--- config.mk ---
export PLATFORM = sky130hd
export DESIGN_NAME = alu_op_sequencer
export DESIGN_NICKNAME = d
export VERILOG_FILES = /design/src/rtl/alu_pkg.sv /design/src/rtl/alu_lat_counter.sv /design/src/rtl/alu_op_sequencer.sv
export SDC_FILE = /design/constraint.sdc
export NUM_CORES = 1
export LEC_CHECK = 0
export CAP_MARGIN = 20
export CORE_UTILIZATION = 40
export DETAILED_ROUTE_END_ITERATION = 8
export MAX_ROUTING_LAYER = met4
export PLACE_DENSITY = 0.85
export SYNTH_ARGS = -nofsm -noshare
export SYNTH_HDL_FRONTEND = slang
export SYNTH_SLANG_ARGS = --single-unit
--- constraint.sdc ---
create_clock -name clk -period 2.6 [get_ports clk]
set_clock_uncertainty 0.1 [all_clocks]
set_input_delay 0.65 -clock clk [delete_from_list [all_inputs] [get_ports clk]]
set_output_delay 0.65 -clock clk [all_outputs]
set_load 0.005 [all_outputs]
--- src/rtl/alu_pkg.sv ---
// Shared types and helpers for the ALU operation sequencer.
package alu_pkg;

  localparam int unsigned OpW  = 4;
  localparam int unsigned OppW = 16;
  localparam int unsigned CntW = 6;

  // Op indices double as the bit position of the ALU one-hot select.
  typedef enum logic [OpW-1:0] {
    OpAdd = 4'd0,
    OpSub = 4'd1,
    OpNeg = 4'd2,
    OpMul = 4'd3,
    OpDiv = 4'd4,
    OpAnd = 4'd5,
    OpOr  = 4'd6,
    OpRor = 4'd7,
    OpRol = 4'd8,
    OpSll = 4'd9,
    OpSra = 4'd10,
    OpSrl = 4'd11,
    OpNot = 4'd12,
    OpInc = 4'd13
  } op_e;

  localparam logic [OpW-1:0] FirstIllegalOp = 4'd14;

  typedef enum logic [1:0] {
    IDLE = 2'd0,
    EXEC = 2'd1,
    DONE = 2'd2
  } state_e;

  // Returns LAT(op)-1, the value loaded into the down-counter on accept.
  function automatic logic [CntW-1:0] op_cnt_init(input logic [OpW-1:0] op,
                                                  input int unsigned simple_lat,
                                                  input int unsigned mul_lat,
                                                  input int unsigned div_lat);
    int unsigned lat;
    if (op == OpMul) begin
      lat = mul_lat;
    end else if (op == OpDiv) begin
      lat = div_lat;
    end else begin
      lat = simple_lat;
    end
    return CntW'(lat - 1);
  endfunction

endpackage

--- src/rtl/alu_lat_counter.sv ---
// Loadable down-counter that tracks the remaining EXEC cycles of an ALU op.
module alu_lat_counter
  import alu_pkg::*;
(
  input  logic            clk_i,
  input  logic            rst_ni,
  input  logic            load_i,
  input  logic            dec_i,
  input  logic [CntW-1:0] load_val_i,
  output logic            zero_o
);

  logic [CntW-1:0] cnt_q, cnt_d;

  always_comb begin
    cnt_d = cnt_q;
    if (load_i) begin
      cnt_d = load_val_i;
    end else if (dec_i && (cnt_q != '0)) begin
      cnt_d = cnt_q - CntW'(1);
    end
  end

  always_ff @(posedge clk_i or negedge rst_ni) begin
    if (!rst_ni) begin
      cnt_q <= '0;
    end else begin
      cnt_q <= cnt_d;
    end
  end

  assign zero_o = (cnt_q == '0);

endmodule

--- src/rtl/alu_op_sequencer.sv ---
// Multi-cycle sequencer: accepts one op, drives the ALU one-hot select for the op's
// latency, captures the 64-bit result and pulses done.
module alu_op_sequencer
  import alu_pkg::*;
#(
  parameter int unsigned SIMPLE_LAT = 1,
  parameter int unsigned MUL_LAT    = 2,
  parameter int unsigned DIV_LAT    = 34
) (
  input  logic            clk,
  input  logic            resetn,
  input  logic            req_valid,
  output logic            req_ready,
  input  logic [OpW-1:0]  req_op,
  input  logic [31:0]     req_x,
  input  logic [31:0]     req_y,
  input  logic            abort,
  output logic [31:0]     alu_x,
  output logic [31:0]     alu_y,
  output logic [OppW-1:0] alu_opp,
  input  logic [63:0]     alu_z,
  output logic [31:0]     z_hi,
  output logic [31:0]     z_lo,
  output logic            done,
  output logic            div0_err,
  output logic            ill_err
);

  state_e          state_q, state_d;
  logic [31:0]     x_q, x_d, y_q, y_d;
  logic [31:0]     hi_q, hi_d, lo_q, lo_d;
  logic [OppW-1:0] opp_q, opp_d;
  logic            div0_q, div0_d, ill_q, ill_d;

  logic            cnt_load, cnt_dec, cnt_zero;
  logic [CntW-1:0] cnt_init;
  logic            req_ill, req_div0;

  assign req_ill  = (req_op >= FirstIllegalOp);
  assign req_div0 = (req_op == OpDiv) && (req_y == '0);
  assign cnt_init = op_cnt_init(req_op, SIMPLE_LAT, MUL_LAT, DIV_LAT);

  alu_lat_counter u_lat_counter (
    .clk_i      (clk),
    .rst_ni     (resetn),
    .load_i     (cnt_load),
    .dec_i      (cnt_dec),
    .load_val_i (cnt_init),
    .zero_o     (cnt_zero)
  );

  always_comb begin
    state_d  = state_q;
    x_d      = x_q;
    y_d      = y_q;
    hi_d     = hi_q;
    lo_d     = lo_q;
    opp_d    = opp_q;
    div0_d   = div0_q;
    ill_d    = ill_q;
    cnt_load = 1'b0;
    cnt_dec  = 1'b0;

    unique case (state_q)
      IDLE: begin
        if (req_valid) begin
          x_d    = req_x;
          y_d    = req_y;
          div0_d = req_div0;
          ill_d  = req_ill;
          if (req_ill || req_div0) begin
            // Error ops never reach the ALU; the select stays zero.
            hi_d    = '0;
            lo_d    = '0;
            state_d = DONE;
          end else begin
            opp_d    = OppW'(1) << req_op;
            cnt_load = 1'b1;
            state_d  = EXEC;
          end
        end
      end
      EXEC: begin
        // Abort takes priority over a completing op in the same cycle.
        if (abort) begin
          opp_d   = '0;
          state_d = IDLE;
        end else if (cnt_zero) begin
          hi_d    = alu_z[63:32];
          lo_d    = alu_z[31:0];
          opp_d   = '0;
          state_d = DONE;
        end else begin
          cnt_dec = 1'b1;
        end
      end
      DONE: begin
        state_d = IDLE;
      end
      default: begin
        state_d = IDLE;
      end
    endcase
  end

  always_ff @(posedge clk or negedge resetn) begin
    if (!resetn) begin
      state_q <= IDLE;
      x_q     <= '0;
      y_q     <= '0;
      hi_q    <= '0;
      lo_q    <= '0;
      opp_q   <= '0;
      div0_q  <= 1'b0;
      ill_q   <= 1'b0;
    end else begin
      state_q <= state_d;
      x_q     <= x_d;
      y_q     <= y_d;
      hi_q    <= hi_d;
      lo_q    <= lo_d;
      opp_q   <= opp_d;
      div0_q  <= div0_d;
      ill_q   <= ill_d;
    end
  end

  assign req_ready = (state_q == IDLE);
  assign done      = (state_q == DONE);
  assign alu_x     = x_q;
  assign alu_y     = y_q;
  assign alu_opp   = opp_q;
  assign z_hi      = hi_q;
  assign z_lo      = lo_q;
  assign div0_err  = div0_q;
  assign ill_err   = ill_q;

endmodule

==> flow_summary.json <==
{
  "status": "finished, final reports clean",
  "via_per_inst": 4.73,
  "cts_made_buffers": 17,
  "cts_tree": "done",
  "post_drt_wl_per_cell_um": 15.5,
  "worstMarginPinSlew_ns": 0.664,
  "hold_violations": 0,
  "path_clk_slew_ns": 0.06,
  "cts_sinks": 154,
  "startpoint_type": "input pin",
  "synth_seq_cells": 154,
  "die_area_um2": 17100,
  "cts_max_path_buffers": 2,
  "core_area_um2": 16100,
  "r2r_setup_slack_ns": 0.19,
  "power.total_uw": 11400,
  "p_per_area_nw_per_um2": 1060,
  "drtIter0Drc": 312,
  "crit_end": "u_lat_counter.cnt_q[4]$_DFFE_PN0P_",
  "cts-htree-levels": 4,
  "drtPass1Iterations": 5,
  "gp_congestion": 0.898,
  "drive_gt1_frac": 0.113,
  "die_width_um": 131,
  "maxCapViolCount": 0,
  "critPathLaunch": "req_y[23]",
  "timing.rr.start": "u_lat_counter.cnt_q[0]$_DFFE_PN0P_",
  "finalSetupViolCount": 0,
  "start_util": 0.414,
  "crit_fanout": 4,
  "crit_required_ns": 2.79,
  "grt_pass1_wl_um": 27900,
  "finalWirelength_um": 18900,
  "min_period_ns": 2.54,
  "r2r_end": "alu_opp[3]$_DFFE_PN0P_",
  "final_cell_mix": "nand2_1, clkdlybuf4s50_1, dfrtp_1, inv_1, mux2i_1",
  "antenna_found_initial": 1,
  "grt_overflow_total": 0,
  "crit_type": "input pin to flop",
  "cts-root-buf": "clkbuf_16",
  "yosysSeqAreaShare": 0.579,
  "grt_pass1_vias": 5621,
  "ir_drop_v": 0.000507,
  "worstSetupEndpointType": "flop",
  "hpwl_um": 13500,
  "critPathArrivalTime_ns": 2.72,
  "fmax_mhz": 394,
  "ctsHoldBuffers": 0,
  "layout_setup_ws_ns": 0.0639,
  "drc": 0,
  "clk_latency_ns": 0.42,
  "final_max_slew_viol_count": 0,
  "synth_cells": 677,
  "final_common_cell": "nand2_1",
  "die_h_um": 131,
  "layout.nets": 1128,
  "syn-mean-instance-area_um2": 9.82,
  "area_growth_pct": 61.8,
  "p_leak_uw": 0.00556,
  "syn-cell-area_um2": 6650,
  "rows": 46,
  "rr_worst_depth": 5,
  "min_path_type": "input pin to async pin",
  "register_area_um2": 3850,
  "vias": 5767,
  "fill_cells": 1207,
  "timing.final.crit_share": 0.975,
  "grt.total_usage": 0.221,
  "max_slew_margin": 0.557,
  "fin_area_um2": 10800,
  "multi_input_area_um2": 2440,
  "pre_cts_ws_ns": -0.501,
  "syn_nets": 814,
  "place_area_um2": 10000,
  "io_pins": 284,
  "ant_nets": 0,
  "ys_warn_count": 0,
  "hold_slack_ns": 0.0515,
  "synth_cell_types": 39,
  "io_buffers": 283,
  "grt_max_degree": 66
}
synth_stat cells:
| cell | count | area share |
|---|---|---|
| nand3b_1 | 1 | 0.0011 |
| ha_1 | 1 | 0.0019 |
| a21oi_4 | 1 | 0.0024 |
| and2_1 | 1 | 0.00094 |
| or3b_4 | 1 | 0.0017 |
| nor3_4 | 1 | 0.0024 |
| o31ai_1 | 1 | 0.0011 |
| a22oi_1 | 1 | 0.0011 |
| xnor2_1 | 2 | 0.0026 |
| nor2b_1 | 3 | 0.0028 |
| and2b_1 | 1 | 0.0011 |
| buf_2 | 1 | 0.00075 |
| a21bo_2 | 1 | 0.0015 |
| a32o_1 | 1 | 0.0015 |
| a21boi_0 | 1 | 0.0011 |
| o211a_1 | 1 | 0.0015 |
| a21oi_1 | 5 | 0.0038 |
| buf_1 | 5 | 0.0028 |
| a211o_1 | 1 | 0.0013 |
| inv_1 | 69 | 0.039 |
| or2_2 | 1 | 0.00094 |
| dfrtp_1 | 154 | 0.58 |
| mux2_2 | 8 | 0.014 |
| nor4b_1 | 2 | 0.0026 |
| nand2_1 | 266 | 0.15 |
| mux2i_1 | 67 | 0.10 |
| nand3_1 | 3 | 0.0023 |
| o21ai_0 | 5 | 0.0038 |
| buf_4 | 1 | 0.0011 |
| nor4_1 | 12 | 0.011 |
| nor2_1 | 9 | 0.0051 |
| buf_6 | 8 | 0.014 |
| nor3b_1 | 2 | 0.0023 |
| clkbuf_1 | 19 | 0.011 |
| or2b_1 | 1 | 0.0011 |
| nand4b_4 | 1 | 0.0036 |
| nand4_1 | 2 | 0.0019 |
| nor3_1 | 10 | 0.0075 |
| mux2_4 | 7 | 0.016 |
registers in the layout, summed over array words and instances (netlist names), 2 cells and up:
name / cells
z_hi: 32
state_q: 2
alu_y: 32
z_lo: 32
alu_x: 32
alu_opp: 16
u_lat_counter.cnt_q: 6
worst max-delay path: stages:
cell and delay (ns):
clkdlybuf4s50_1 0.44, nor4_2 0.24, buf_4 0.17, nand4b_4 0.12
nor3_4 0.18, nor2_4 0.08, mux2i_2 0.25, ha_4 0.20
nand2_1 0.07, mux2i_1 0.22, a22oi_1 0.10
repair_timing:
item | CTS | global route
buffers inserted | 1 | 1
pin swaps | 5 | 13
gates cloned | 0 | 0
setup endpoints to repair | 1 | 6
resized for setup | 3 | 30
report_power, final:
group	total (µW)	leakage (µW)	internal [µW]	switching (µW)
logic	4800	0.00329	2780	2020
clock network	2540	0.000289	1540	998
registers	4030	0.00198	3430	596
routing by layer:
metal  part of all wire  vias up  track usage
met5                  0        -            -
met2               0.52      227        0.377
li1                   -     2754            -
met1               0.40     2747        0.245
met4              0.026        0        0.101
met3              0.060       39       0.0550
layout make-up:
cell class	instances	share of cell area
Sequential cell	154	0.358
Timing Repair Buffer	329	0.309
Multi-Input combinational cell	420	0.227
Clock buffer	18	0.0408
Tap cell	216	0.0251
Inverter	69	0.0241
Clock inverter	13	0.0158
Antenna cell	1	0.000233
worst min path at each step:
stage	start	to	cells after the start
after detailed placement	alu_y[9]$_DFFE_PN0P_	alu_y[9]$_DFFE_PN0P_	2
after global placement	div0_err$_DFFE_PN0P_	div0_err$_DFFE_PN0P_	2
after CTS	resetn	alu_y[28]$_DFFE_PN0P_	1
final	resetn	alu_y[28]$_DFFE_PN0P_	1
after floorplan	resetn	alu_opp[0]$_DFFE_PN0P_	0
after global routing	resetn	alu_y[12]$_DFFE_PN0P_	1
per-stage QoR:
step / std cells / util / setup TNS, ns
2_1_floorplan: 677 / - / -0.135
3_3_place_gp: 1186 / 0.624 / -22.35
3_5_place_dp: 1186 / 0.624 / -19.51
4_1_cts: 1218 / 0.663 / 0
5_1_grt: 1220 / 0.670 / -0.0567
6_report: 1220 / 0.670 / 0
kinds of logic after synthesis:
| family | Yosys count | share of synthesized area |
|---|---|---|
| AOI/OAI and AO/OA | 18 | 0.0192 |
| and+or+nand+nor | 317 | 0.199 |
| buffers and inverters | 103 | 0.0679 |
| adders and majority gates | 1 | 0.00188 |
| DFF | 154 | 0.579 |
| xor gates and xnor gates | 2 | 0.00263 |
| muxes | 82 | 0.130 |
Power figures use the tool's default switching activity.
